==> config.mk <==
export PLATFORM = sky130hd
export DESIGN_NAME = cva6_dm_mailbox
export DESIGN_NICKNAME = d
export VERILOG_FILES = /design/src/rtl/cva6_dm_mailbox.sv
export SDC_FILE = /design/constraint.sdc
export NUM_CORES = 1
export LEC_CHECK = 0
export CORE_ASPECT_RATIO = 1.25
export CORE_MARGIN = 2
export CORE_UTILIZATION = 43
export DETAILED_ROUTE_END_ITERATION = 7
export PLACE_DENSITY = 0.82
export SYNTH_ARGS = -nofsm -noshare
export SYNTH_HDL_FRONTEND = slang
export SYNTH_SLANG_ARGS = --single-unit
==> constraint.sdc <==
create_clock -name clk_i -period 3.8 [get_ports clk_i]
set_input_delay 0.38 -clock clk_i [delete_from_list [all_inputs] [get_ports clk_i]]
set_output_delay 0.38 -clock clk_i [all_outputs]
set_load 0.05 [all_outputs]
==> src/rtl/cva6_dm_mailbox.sv <==
// Debug-region responder for the CVA6 debug ROM handshake: decodes hart accesses,
// tracks run/halt/command/resume state and holds the two 32-bit data registers.
module cva6_dm_mailbox #(
   parameter int unsigned          AddrWidth = 64,
   parameter logic [AddrWidth-1:0] BaseAddr  = {AddrWidth{1'b0}}
) (
   input  logic                 clk_i,
   input  logic                 rst_ni,
   input  logic                 req_i,
   output logic                 gnt_o,
   input  logic [AddrWidth-1:0] addr_i,
   input  logic                 we_i,
   input  logic [7:0]           be_i,
   input  logic [63:0]          wdata_i,
   output logic                 rvalid_o,
   output logic [63:0]          rdata_o,
   input  logic                 cmd_go_i,
   input  logic                 cmd_resume_i,
   input  logic                 cmderr_clr_i,
   input  logic                 dbg_we_i,
   input  logic                 dbg_idx_i,
   input  logic [31:0]          dbg_wdata_i,
   output logic [31:0]          data0_o,
   output logic [31:0]          data1_o,
   output logic                 halted_o,
   output logic                 cmd_busy_o,
   output logic                 resumeack_o,
   output logic                 cmderr_o
);

   localparam logic [1:0] ST_RUNNING  = 2'd0;
   localparam logic [1:0] ST_HALTED   = 2'd1;
   localparam logic [1:0] ST_CMD      = 2'd2;
   localparam logic [1:0] ST_RESUMING = 2'd3;

   localparam logic [AddrWidth-1:0] HaltedAddr    = BaseAddr + AddrWidth'(12'h100);
   localparam logic [AddrWidth-1:0] GoingAddr     = BaseAddr + AddrWidth'(12'h104);
   localparam logic [AddrWidth-1:0] ResumingAddr  = BaseAddr + AddrWidth'(12'h108);
   localparam logic [AddrWidth-1:0] ExceptionAddr = BaseAddr + AddrWidth'(12'h10C);
   localparam logic [AddrWidth-1:0] DataAddr      = BaseAddr + AddrWidth'(12'h380);
   localparam logic [AddrWidth-1:0] FlagsAddr     = BaseAddr + AddrWidth'(12'h400);
   localparam logic [AddrWidth-1:0] WordMask      = ~AddrWidth'(2'b11);
   localparam logic [AddrWidth-1:0] DwordMask     = ~AddrWidth'(3'b111);

   logic [1:0]  r_state;
   logic        r_go;
   logic        r_resume;
   logic        r_busy;
   logic        r_halted;
   logic        r_resumeack;
   logic        r_cmderr;
   logic [63:0] r_data;
   logic        r_rvalid;
   logic [63:0] r_rdata;

   logic        w_hit_halted;
   logic        w_hit_going;
   logic        w_hit_resuming;
   logic        w_hit_exception;
   logic        w_hit_data;
   logic        w_hit_flags;
   logic        w_wr;
   logic        w_wr_halted;
   logic        w_wr_going;
   logic        w_wr_resuming;
   logic        w_wr_exception;
   logic        w_wr_data;
   logic        w_dbg_wr;
   logic [1:0]  w_state_nxt;
   logic        w_go_nxt;
   logic        w_resume_nxt;
   logic        w_busy_nxt;
   logic        w_ack_nxt;
   logic        w_cmderr_set;
   logic        w_cmderr_nxt;
   logic [63:0] w_data_nxt;
   logic [63:0] w_rdata;

   // Masked compares keep every address bit referenced while ignoring the sub-word bits.
   assign w_hit_halted    = ((addr_i ^ HaltedAddr)    & WordMask)  == {AddrWidth{1'b0}};
   assign w_hit_going     = ((addr_i ^ GoingAddr)     & WordMask)  == {AddrWidth{1'b0}};
   assign w_hit_resuming  = ((addr_i ^ ResumingAddr)  & WordMask)  == {AddrWidth{1'b0}};
   assign w_hit_exception = ((addr_i ^ ExceptionAddr) & WordMask)  == {AddrWidth{1'b0}};
   assign w_hit_data      = ((addr_i ^ DataAddr)      & DwordMask) == {AddrWidth{1'b0}};
   assign w_hit_flags     = ((addr_i ^ FlagsAddr)     & DwordMask) == {AddrWidth{1'b0}};

   assign w_wr           = req_i & we_i & (|be_i);
   assign w_wr_halted    = w_wr & w_hit_halted;
   assign w_wr_going     = w_wr & w_hit_going;
   assign w_wr_resuming  = w_wr & w_hit_resuming;
   assign w_wr_exception = w_wr & w_hit_exception;
   assign w_wr_data      = w_wr & w_hit_data;
   assign w_dbg_wr       = dbg_we_i & ~r_busy;

   // Handshake state machine and go/resume/busy flag updates.
   always_comb begin
      w_state_nxt  = r_state;
      w_go_nxt     = r_go;
      w_resume_nxt = r_resume;
      w_busy_nxt   = r_busy;
      w_ack_nxt    = 1'b0;
      w_cmderr_set = 1'b0;
      case (r_state)
         ST_RUNNING: begin
            if (w_wr_halted) begin
               w_state_nxt = ST_HALTED;
            end else begin
               w_state_nxt = ST_RUNNING;
            end
         end
         ST_HALTED: begin
            if (cmd_go_i && !r_busy) begin
               w_go_nxt    = 1'b1;
               w_busy_nxt  = 1'b1;
               w_state_nxt = ST_CMD;
            end else if (cmd_resume_i && !r_busy) begin
               w_resume_nxt = 1'b1;
               w_state_nxt  = ST_RESUMING;
            end else begin
               w_state_nxt = ST_HALTED;
            end
         end
         ST_CMD: begin
            if (w_wr_exception) begin
               w_cmderr_set = 1'b1;
               w_busy_nxt   = 1'b0;
               w_go_nxt     = 1'b0;
               w_state_nxt  = ST_HALTED;
            end else if (w_wr_halted) begin
               w_busy_nxt  = 1'b0;
               w_state_nxt = ST_HALTED;
            end else if (w_wr_going) begin
               w_go_nxt = 1'b0;
            end else begin
               w_state_nxt = ST_CMD;
            end
         end
         ST_RESUMING: begin
            if (w_wr_resuming) begin
               w_resume_nxt = 1'b0;
               w_ack_nxt    = 1'b1;
               w_state_nxt  = ST_RUNNING;
            end else if (w_wr_halted) begin
               w_state_nxt = ST_HALTED;
            end else begin
               w_state_nxt = ST_RESUMING;
            end
         end
         default: begin
            w_state_nxt  = ST_RUNNING;
            w_go_nxt     = 1'b0;
            w_resume_nxt = 1'b0;
            w_busy_nxt   = 1'b0;
         end
      endcase
   end

   // Sticky command error: a set in the same cycle as a clear takes precedence.
   always_comb begin
      if (w_cmderr_set) begin
         w_cmderr_nxt = 1'b1;
      end else if (cmderr_clr_i) begin
         w_cmderr_nxt = 1'b0;
      end else begin
         w_cmderr_nxt = r_cmderr;
      end
   end

   // Per-byte data merge: hart-enabled bytes first, then the debugger's selected word.
   always_comb begin
      w_data_nxt = r_data;
      for (int k = 0; k < 8; k++) begin
         if (w_wr_data && be_i[k]) begin
            w_data_nxt[8*k +: 8] = wdata_i[8*k +: 8];
         end else if (w_dbg_wr && ((k >= 4) == dbg_idx_i)) begin
            w_data_nxt[8*k +: 8] = dbg_wdata_i[8*(k%4) +: 8];
         end else begin
            w_data_nxt[8*k +: 8] = r_data[8*k +: 8];
         end
      end
   end

   // Read mux sampled in the grant cycle; write responses carry zero data.
   always_comb begin
      if (we_i) begin
         w_rdata = 64'd0;
      end else if (w_hit_data) begin
         w_rdata = r_data;
      end else if (w_hit_flags) begin
         w_rdata = {62'd0, r_resume, r_go};
      end else begin
         w_rdata = 64'd0;
      end
   end

   // State, flag, data and response registers.
   always_ff @(posedge clk_i or negedge rst_ni) begin
      if (!rst_ni) begin
         r_state     <= ST_RUNNING;
         r_go        <= 1'b0;
         r_resume    <= 1'b0;
         r_busy      <= 1'b0;
         r_halted    <= 1'b0;
         r_resumeack <= 1'b0;
         r_cmderr    <= 1'b0;
         r_data      <= 64'd0;
         r_rvalid    <= 1'b0;
         r_rdata     <= 64'd0;
      end else begin
         r_state     <= w_state_nxt;
         r_go        <= w_go_nxt;
         r_resume    <= w_resume_nxt;
         r_busy      <= w_busy_nxt;
         r_halted    <= (w_state_nxt != ST_RUNNING);
         r_resumeack <= w_ack_nxt;
         r_cmderr    <= w_cmderr_nxt;
         r_data      <= w_data_nxt;
         r_rvalid    <= req_i;
         if (req_i) begin
            r_rdata <= w_rdata;
         end
      end
   end

   assign gnt_o       = req_i;
   assign rvalid_o    = r_rvalid;
   assign rdata_o     = r_rdata;
   assign data0_o     = r_data[31:0];
   assign data1_o     = r_data[63:32];
   assign halted_o    = r_halted;
   assign cmd_busy_o  = r_busy;
   assign resumeack_o = r_resumeack;
   assign cmderr_o    = r_cmderr;

endmodule

# After elaboration in Yosys (flattened, before gate mapping)
# Cells that the tools add are included.
totals:
  wordCells: 125
  output_inout_bits: 134
  in_bits: 177
  register_bits: 137
classes:
  bitwise: 16
  mux: 46
  eq_ne: 10
  n_reduce_logical: 36
op_table:
  columns: ["cell", "count"]
  rows:
  - ["logical NOT 64 bit", 6]
  - ["2-to-1 mux 64 bit", 2]
  - ["2-to-1 mux 8 bit", 16]
  - ["nonzero test 2 bit", 12]
  - ["2-to-1 mux 1 bit", 16]
  - ["2-to-1 mux 2 bit", 8]
  - ["logical AND 1 bit", 12]
  - ["inequality test 3 bit, second input constant", 3]
  - ["AND 1 bit", 8]
  - ["inequality test 2 bit, second input constant", 4]
  - ["one-hot mux 2 bit (4 select lines)", 1]
  - ["AND reduction 4 bit", 2]
  - ["OR reduction 8 bit", 1]
  - ["inverter 3 bit", 2]
  - ["one-hot mux 1 bit (2 select lines)", 3]
  - ["equality test 2 bit, second input constant", 2]
  - ["inverter 1 bit", 4]
  - ["inverter 2 bit", 2]
  - ["AND reduction 3 bit", 1]
  - ["equality test 2 x 1 -> 1 bit, second input constant", 1]
  - ["logical NOT 2 bit", 1]
  - ["logical NOT 1 bit", 1]

# Logic depth before layout (Yosys ltp)
# Gate-level depths: netlist of run 1.
logic_depth:
  word_depth: 8
  ltp_mapped: 8
  mapped_depth_nobuf: 6

# Worst setup path after synthesis of run 1
# Ideal clock, no wire load.
synth_timing:
  path_type: "reg2reg"
  start: "register r_busy (netlist: cmd_busy_o)"
  end: "register r_data[0]"
  t_arrival_ns: 1.806
  t_required_ns: 3.674
  n_path_buf: 2
  slack_ns: 1.869
  stages_incl_launch_ff: 6
  synth_period_minus_slack_ns: 1.931
  setup_time_ns: 0.126
  cell_sequence: "dfrtp_1 > nor3b_1 > clkbuf_1 > clkbuf_1 > mux2i_1 > a21oi_1"
synth_between:
  elab_chain_cells: 4
synth_lines:
  columns: ["element", "line", "source"]
  rows:
  - ["start, declared", "48", "logic r_busy;"]
  - ["start signal, assigned", "213", "r_busy <= w_busy_nxt;"]
  - ["inverter 1 bit", "93", "assign w_dbg_wr = dbg_we_i & ~r_busy;"]
  - ["AND 1 bit", "93", null]
  - ["logical AND 1 bit", "175", "end else if (w_dbg_wr && ((k >= 4) == dbg_idx_i)) begin"]
  - ["nonzero test 2 bit (no line)", null, null]
  - ["end signal, assigned", "217", "r_data <= w_data_nxt;"]
  - ["end, declared", "52", "logic [63:0] r_data;"]
# Every way passes these cells.
# A chain may end at the register's enable or synchronous reset.

# Worst setup path in the final report of run 1
layout_timing:
  start: "input port addr_i[23]"
  end: "register r_rdata[23] (netlist: rdata_o[23])"
layout_between:
  elab_chain_cells: 3
layout_lines:
  columns: ["element", "line", "source"]
  rows:
  - ["start, declared", "11", "input logic [AddrWidth-1:0] addr_i,"]
  - ["logical NOT 64 bit", "84", "assign w_hit_data = ((addr_i ^ DataAddr) & DwordMask) == {AddrWidth{1'b0}};"]
  - ["2-to-1 mux 64 bit", "187", "end else if (w_hit_data) begin"]
  - ["2-to-1 mux 64 bit", "185", "if (we_i) begin"]
  - ["end signal, assigned", "220", "r_rdata <= w_rdata;"]
  - ["end, declared", "54", "logic [63:0] r_rdata;"]
# Every way passes these cells.

==> Flow_metrics.wiki, run 1 <==
{| class="wikitable"
! Metric !! Value
|-
| Run status || finished clean
|-
| CTS max path bufs || 2
|-
| CTS Buf Count || 17
|-
| Diode insertion count for antenna repair || 0
|-
| Number of placement rows || 48
|-
| Synthesized netlist net count || 695
|-
| Post-synth design cell area || about 0.006 mm^2
|-
| Number of cells in the design after placement || between 900 and 1000
|-
| Startpoint kind of the worst setup timing path || primary input
|-
| Clk_skew || 9.41 ps
|-
| Power density relative to cell area || 361 mW/mm^2
|-
| Total via count in the routed design || 5663
|-
| Routed metal-1 wire length || around 7400 um
|-
| Setup bufs post-CTS || 0
|-
| IO buf count || 308
|-
| Final total negative setup slack || 0 ps
|-
| Area added between synthesis and finish || 65.0%
|-
| Number of max-capacitance violations reported || 0
|-
| Clk root buf || sky130_fd_sc_hd__clkbuf_16
|-
| Clock slew at the register clock pins of the worst setup and hold paths || 60 ps
|-
| Internal || about 2.8 mW
|-
| ANT nets after route || 0
|-
| Detail Route met3 WL || 1400 um
|-
| Largest net degree at the start of global routing || 108
|-
| Capturing element type of the critical path || flop
|-
| Final nets || a little over 1000
|-
| Switching portion of total power || 21.9%
|-
| Worst-Skew Late Latency || 410 ps
|-
| Post-cts gate resize count || 0
|-
| Initial DRC count || approximately 340
|-
| Layout cell share with drive strength beyond 1 || 6.21%
|-
| Hold buffer count at CTS || 0
|-
| Die width || roughly 110 um
|-
| Critical path start-end classification || in2reg
|-
| Starting density of the core || between 40 and 50%
|-
| Area contributors post-synth || sky130_fd_sc_hd__dfrtp_1, sky130_fd_sc_hd__mux2i_1, sky130_fd_sc_hd__a22o_1
|-
| Hold WS || between 90 and 100 ps
|-
| RSZ-0062 raised after global routing || false
|-
| Portion of total power attributed to sequential cells || 42.0%
|-
| Top-count cell post-synth || sky130_fd_sc_hd__dfrtp_1
|-
| Mean instance size in the synthesized netlist || around 12 um^2
|-
| Hold Path Class || in2async
|-
| Part of the power in combinational logic || roughly 9.8%
|-
| Cell variety after synth || 39
|-
| Post-route non-filler standard cell count || 1012
|-
| Top-Level Pins || slightly above 300
|-
| Fmax || 0.432 GHz
|-
| Highest routed layer || met5
|-
| Clock sinks || 137
|-
| Clock tree from TritonCTS || done
|-
| Detailed-route vias per instance || about 5.6
|-
| Required time of the worst setup path || ~4100 ps
|-
| First-pass GRT wire length || 31700 um
|-
| Final slew viol count || 0
|-
| Critical Path Fanout Max || 39
|-
| Leading post-synthesis cells by instance count || sky130_fd_sc_hd__dfrtp_1, sky130_fd_sc_hd__nor2_1, sky130_fd_sc_hd__a21oi_1
|-
| H-tree Lvls || 4
|-
| Routed length per placed instance || 20.8 um
|-
| Area of the die || approximately 0.015 mm^2
|-
| Synth warnings || 0
|-
| Gpl congestion || 0.948
|-
| Post-placement worst setup slack || between 1000 and 1500 ps
|-
| Initial antenna violation count || 1
|-
| Overall overflow remaining after global route || 0
|-
| Tcrit/Tclk final || 60.9%
|-
| Max IR drop VDD || 0.000216 V
|-
| Proportion of netlist area held by the largest area contributor || 57.8%
|-
| Overall global routing resource usage || 28.6%
|-
| Async set or reset register ratio after synthesis || 100%
|-
| Vias in the first global route || 5957
|-
| Total DRC errors in the routed layout || 0
|-
| Final count of hold timing violations || 0
|-
| Setup slack after layout || 1490 ps
|-
| Filler Cells Inserted || 987
|-
| Leakage power || 4.40 nW
|-
| Flip-flop and latch count after synthesis || about 140
|-
| Max-slew headroom || 35.6%
|-
| Sequential area share after synthesis || 57.8%
|-
| Library cell occupying the most area in the post-synthesis netlist || sky130_fd_sc_hd__dfrtp_1
|-
| DPL Wire Length || 15600 um
|-
| Number of cells produced by synthesis || 514
|-
| Met2 wire length || around 11000 um
|-
| Standard cell core area || 0.0136 mm^2
|-
| Post-synth EDFFs || 0
|-
| Primary FF master, synth || sky130_fd_sc_hd__dfrtp_1
|-
| Die boundary height || 135 um
|-
| First-pass detailed-route iteration total || 5
|-
| Switching component of the power || 0.775 mW
|-
| Share of total power in the clock network || 48.2%
|-
| Worst Tran Pin Value || 966 ps
|-
| Final min period || 2310 ps
|-
| Final routed wirelength across all metal layers || 21100 um
|-
| Setup violators final || 0
|-
| Data arrival at the endpoint of the critical path || 2650 ps
|}
## sequential cells by signal, summed over array words and instances, names as in the netlist
register     count
cmd_busy_o       1
cmderr_o         1
halted_o         1
r_data          64
r_go             1
r_resume         1
r_state          2
rdata_o         64
resumeack_o      1
rvalid_o         1
## final timing paths
check                      depth (start not counted)                      end  slack [ps]              startpoint
min in group clk_i                                 1   rdata_o[0]$_DFFE_PN0P_         500  rdata_o[0]$_DFFE_PN0P_
setup / recovery                                   8  rdata_o[23]$_DFFE_PN0P_        1490              addr_i[23]
hold reg to reg                                    1   rdata_o[0]$_DFFE_PN0P_         500  rdata_o[0]$_DFFE_PN0P_
max in group asynchronous                          2  rdata_o[57]$_DFFE_PN0P_        2710                  rst_ni
setup reg to reg                                   5   r_data[59]$_DFFE_PN0P_        1720  cmd_busy_o$_DFFE_PN0P_
hold / removal                                     1       rvalid_o$_DFF_PN0_          90                  rst_ni
## cell usage in the layout (no fill, tap or decap), types with 2 or more instances in the layout
| master | netlist | layout |
|---|---|---|
| sky130_fd_sc_hd__clkdlybuf4s50_1 | 0 | 307 |
| sky130_fd_sc_hd__dfrtp_1 | 137 | 137 |
| sky130_fd_sc_hd__nor2_1 | 69 | 69 |
| sky130_fd_sc_hd__a21oi_1 | 66 | 66 |
| sky130_fd_sc_hd__mux2i_1 | 64 | 64 |
| sky130_fd_sc_hd__a22o_1 | 62 | 62 |
| sky130_fd_sc_hd__nor4_1 | 17 | 17 |
| sky130_fd_sc_hd__clkbuf_16 | 0 | 17 |
| sky130_fd_sc_hd__buf_4 | 1 | 15 |
| sky130_fd_sc_hd__nand4_1 | 11 | 11 |
| sky130_fd_sc_hd__inv_1 | 8 | 7 |
| sky130_fd_sc_hd__nand2_1 | 7 | 7 |
| sky130_fd_sc_hd__o21ai_0 | 6 | 6 |
| sky130_fd_sc_hd__ha_1 | 4 | 4 |
| sky130_fd_sc_hd__clkinv_2 | 0 | 4 |
| sky130_fd_sc_hd__bufinv_16 | 0 | 4 |
| sky130_fd_sc_hd__o31ai_1 | 3 | 3 |
| sky130_fd_sc_hd__nor2b_1 | 2 | 2 |
| sky130_fd_sc_hd__nand2b_1 | 2 | 2 |
| sky130_fd_sc_hd__a31oi_1 | 2 | 2 |
| sky130_fd_sc_hd__a22oi_1 | 2 | 2 |
| sky130_fd_sc_hd__o2bb2ai_1 | 2 | 2 |
| sky130_fd_sc_hd__clkbuf_1 | 16 | 2 |
| sky130_fd_sc_hd__clkinv_4 | 0 | 2 |
## cell type report
class                      count  area, um^2  area share, %
multi-input combinational    338        2310           23.6
tap                          175         219           2.24
inverter                       8        30.0          0.307
clock buffer                  19         433           4.42
sequential                   137        3430           35.0
timing repair buffer         323        3200           32.7
clock inverter                12         174           1.78
## critical path, cell delays in order
cell and delay [ps]:
sky130_fd_sc_hd__clkdlybuf4s50_1 400, sky130_fd_sc_hd__nor4_1 300, sky130_fd_sc_hd__nand4_1 220, sky130_fd_sc_hd__nor2_2 340
sky130_fd_sc_hd__nand2_2 140, sky130_fd_sc_hd__nor3_4 180, sky130_fd_sc_hd__buf_4 440, sky130_fd_sc_hd__a22o_1 210
## kinds of logic after synthesis
family          Yosys count  share of synthesized area (%)
fa+ha+maj                 4                          0.844
flops                   137                           57.8
mux                      64                           10.8
simple gates            121                           9.94
buf+inv                  39                           3.46
compound gates          149                           17.2
## layer usage
metal,global-route usage (%),vias to the layer above
met1,31.0,2753
li1,-,2530
met4,17.0,2
met5,0,-
met2,50.6,303
met3,6.16,75
## power by group through the flow
stage	Combinational, mW	Sequential (mW)	Clock (mW)
finish	0.348	1.49	1.70
global route	0.369	1.49	1.79
CTS	0.351	1.49	1.72
detailed placement	0.349	1.51	0
global placement	0.344	1.51	0
floorplan	0.0359	1.56	0
## stage by stage
stage | util (%) | power (mW) | instance area, um^2
finish | 71.8 | 3.54 | 9790
global route | 71.8 | 3.65 | 9790
CTS | 71.8 | 3.56 | 9790
detailed placement | 67.4 | 1.86 | 9180
global placement | 67.4 | 1.85 | 9180
floorplan | - | 1.59 | 5930
No activity file was read; power rests on OpenSTA's default activity.
==> inputs of run 2 (changes only) <==
CORE_UTILIZATION = 40   (was 43)
PLACE_DENSITY = 0.77   (was 0.82)
clock period = 2.17 ns   (was 3.8 ns; I/O delays follow)
==> run 2 against run 1 <==
Net effect: hold slack better by 270 ps; power up 78%; critical endpoint is now halted_o$_DFF_PN0_; via count up 1.1%; global-route usage down 1.8 points; sequential power up 74%; the run now ends with design-rule violations left; non-clock buffer count up 16; clock skew down 1.4 ps; largest power group unchanged; sequential share of layout area down 0.68 points; wire length up 0.75%.
==> Flow_metrics.wiki, run 2 (synthesized netlist as in run 1, its figures left out) <==
{| class="wikitable"
! Metric !! Value
|-
| Filler Cells Inserted || 1107 (was 987)
|-
| Post-cts gate resize count || 0 (unchanged)
|-
| Setup violators final || 0 (unchanged)
|-
| Tcrit/Tclk final || 94.1%
|-
| Die width || 113 um (was 109 um)
|-
| ANT nets after route || 0 (unchanged)
|-
| Area of the die || 0.0158 mm^2 (was 0.0148 mm^2)
|-
| Highest-count cells in the layout ignoring fill and taps || sky130_fd_sc_hd__clkdlybuf4s50_1, sky130_fd_sc_hd__dfrtp_1, sky130_fd_sc_hd__nor2_1 (unchanged)
|-
| Cell with the largest stage delay on the worst path || sky130_fd_sc_hd__or4b_1 (was sky130_fd_sc_hd__buf_4)
|-
| Power density relative to cell area || 632 mW/mm^2 (was 361 mW/mm^2)
|-
| Hold buffer count at CTS || 1 (was 0)
|-
| Worst Tran Pin Value || 627 ps (was 966 ps)
|-
| Final routed wirelength across all metal layers || 21200 um (was 21100 um)
|-
| Startpoint kind of the worst setup timing path || primary input (unchanged)
|-
| Critical Path Fanout Max || 3 (was 39)
|-
| Routed length per placed instance || 20.5 um (was 20.8 um)
|-
| IO buf count || 308 (unchanged)
|-
| Area added between synthesis and finish || 68.3% (was 65.0%)
|-
| Largest net degree at the start of global routing || 67 (was 108)
|-
| Data arrival at the endpoint of the critical path || 2310 ps (was 2650 ps)
|-
| Post-route core utilization || 69.0% (was 71.8%)
|-
| Violated checks || design-rule violations
|-
| Number of cells in the design after placement || 999 (was 981)
|-
| Hold Path Class || in2async (unchanged)
|-
| Leading cell type in the layout, fill and taps excluded || sky130_fd_sc_hd__clkdlybuf4s50_1 (unchanged)
|-
| Starting density of the core || 41.0% (was 43.5%)
|-
| Clk root buf || sky130_fd_sc_hd__clkbuf_16 (unchanged)
|-
| Gpl congestion || 0.965 (was 0.948)
|-
| Capturing element type of the critical path || flop (unchanged)
|-
| Final count of hold timing violations || 0 (unchanged)
|-
| Max-slew headroom || 58.2% (was 35.6%)
|-
| Detailed-route vias per instance || 5.54 (was 5.60)
|-
| Clock sinks || 137 (unchanged)
|-
| Overall global routing resource usage || 26.8% (was 28.6%)
|-
| CTS max path bufs || 2 (unchanged)
|-
| Final nets || 1022 (was 1006)
|-
| Critical path start-end classification || in2reg (unchanged)
|-
| Final min period || between 2000 and 2500 ps
|-
| DPL Wire Length || 15900 um (was 15600 um)
|-
| Worst-Skew Late Latency || 410 ps (about the same)
|-
| First-pass detailed-route iteration total || 8 (was 5)
|-
| Final slew viol count || 0 (unchanged)
|-
| Layout cell share with drive strength beyond 1 || 8.20% (was 6.21%)
|-
| Standard cell core area || 0.0145 mm^2 (was 0.0136 mm^2)
|-
| Number of max-capacitance violations reported || 0 (unchanged)
|-
| Die boundary height || 140 um (was 135 um)
|-
| Clock tree from TritonCTS || done (unchanged)
|-
| Non-Filler Cell Area, Final || 0.00998 mm^2 (was 0.00979 mm^2)
|-
| Number of placement rows || 49 (was 48)
|-
| Post-route non-filler standard cell count || 1033 (was 1012)
|-
| Fmax || 0.490 GHz
|-
| Max incr delay on CP || 600 ps (was 440 ps)
|-
| Family with the most delay on the worst path || compound AO/OA/AOI/OAI gates (was simple AND/OR/NAND/NOR gates)
|-
| Initial DRC count || 343 (unchanged)
|-
| Clock slew at the register clock pins of the worst setup and hold paths || 60 ps (about the same)
|-
| H-tree Lvls || 4 (unchanged)
|-
| Dpl cell area || 0.00935 mm^2 (was 0.00918 mm^2)
|-
| Leakage power || 4.49 nW (was 4.40 nW)
|-
| CTS Buf Count || 17 (unchanged)
|-
| RSZ-0062 raised after global routing || false (unchanged)
|-
| Total power after layout || 6.31 mW (was 3.54 mW)
|-
| Setup bufs post-CTS || 0 (unchanged)
|-
| Run status || finished, violations left (was finished clean)
|-
| Required time of the worst setup path || 2440 ps (was 4130 ps)
|-
| Top-Level Pins || 311 (unchanged)
|-
| Vias in the first global route || 5973 (was 5957)
|-
| Max IR drop VDD || 0.000413 V (was 0.000216 V)
|-
| Setup slack after layout || 128 ps (was 1490 ps)
|-
| Overall overflow remaining after global route || 0 (unchanged)
|-
| Post-placement worst setup slack || -250 ps (was 1060 ps)
|-
| Count of buffering cells on the critical path with inverters included || 1 (was 2)
|-
| Hold WS || 362 ps (was 91.2 ps)
|-
| Total DRC errors in the routed layout || 19 (was 0)
|-
| Final total negative setup slack || 0 ps (unchanged)
|-
| Initial antenna violation count || 1 (unchanged)
|-
| Sequence of cells on the critical path || clkdlybuf4s50_1 > or4b_1 > a211o_1 > nor2_1 > a31oi_1 > a311oi_1 > o21ai_0 (was clkdlybuf4s50_1 > nor4_1 > nand4_1 > nor2_2 > nand2_2 > nor3_4 > buf_4 > a22o_1)
|-
| Clk_skew || 8.06 ps (was 9.41 ps)
|-
| Total via count in the routed design || 5726 (was 5663)
|-
| First-pass GRT wire length || 32500 um (was 31700 um)
|}
[run 2: cell count changes in the layout (fill, tap and decap cells not counted)]
cell and change:
sky130_fd_sc_hd__buf_12 +4, sky130_fd_sc_hd__buf_4 +12, sky130_fd_sc_hd__clkbuf_1 -1, sky130_fd_sc_hd__clkdlybuf4s50_1 -1, sky130_fd_sc_hd__clkinv_2 -2, sky130_fd_sc_hd__clkinv_4 +1, sky130_fd_sc_hd__clkinvlp_4 +2, sky130_fd_sc_hd__diode_2 +1
sky130_fd_sc_hd__dlygate4sd3_1 +1, sky130_fd_sc_hd__inv_6 +1
[run 2: layout make-up]
cell class                 count  area [um^2]  area share [%]
antenna                        1         2.50          0.0251
clock buffer                  18          429            4.30
clock inverter                14          196            1.97
inverter                       8         30.0           0.301
multi-input combinational    338         2310            23.1
sequential                   137         3430            34.3
tap                          178          223            2.23
timing repair buffer         339         3370            33.7
[run 2: per-layer routing]
| metal | vias up | wire, um | GRT usage [%] |
|---|---|---|---|
| li1 | 2574 | - | - |
| met1 | 2821 | 7800 | 31.6 |
| met2 | 292 | 11200 | 47.4 |
| met3 | 39 | 1560 | 5.28 |
| met4 | 0 | 688 | 11.7 |
| met5 | - | 0 | 0 |
[run 2: final timing paths]
path / from / to / slack, ps / cells after the start
max in group asynchronous: rst_ni / r_data[51]$_DFFE_PN0P_ / 1110 / 3
worst max register to register: r_state[1]$_DFF_PN0_ / halted_o$_DFF_PN0_ / 600 / 6
worst min-delay path: rst_ni / rdata_o[46]$_DFFE_PN0P_ / 360 / 2
min in group clk_i: wdata_i[58] / r_data[58]$_DFFE_PN0P_ / 380 / 3
worst max-delay path: addr_i[7] / halted_o$_DFF_PN0_ / 130 / 7
worst min register to register: rdata_o[52]$_DFFE_PN0P_ / rdata_o[52]$_DFFE_PN0P_ / 500 / 1
[run 2: where the power goes]
part           total, mW  internal (mW)  switching (mW)
logic              0.636          0.356           0.280
clock network       3.08           1.93            1.15
registers           2.60           2.58          0.0217
==> inputs of run 3 (changes only) <==
CAP_MARGIN = 20   (was not set)
==> results of run 3 <==
The final DEF is identical to that of run 2; final timing and power are the same.
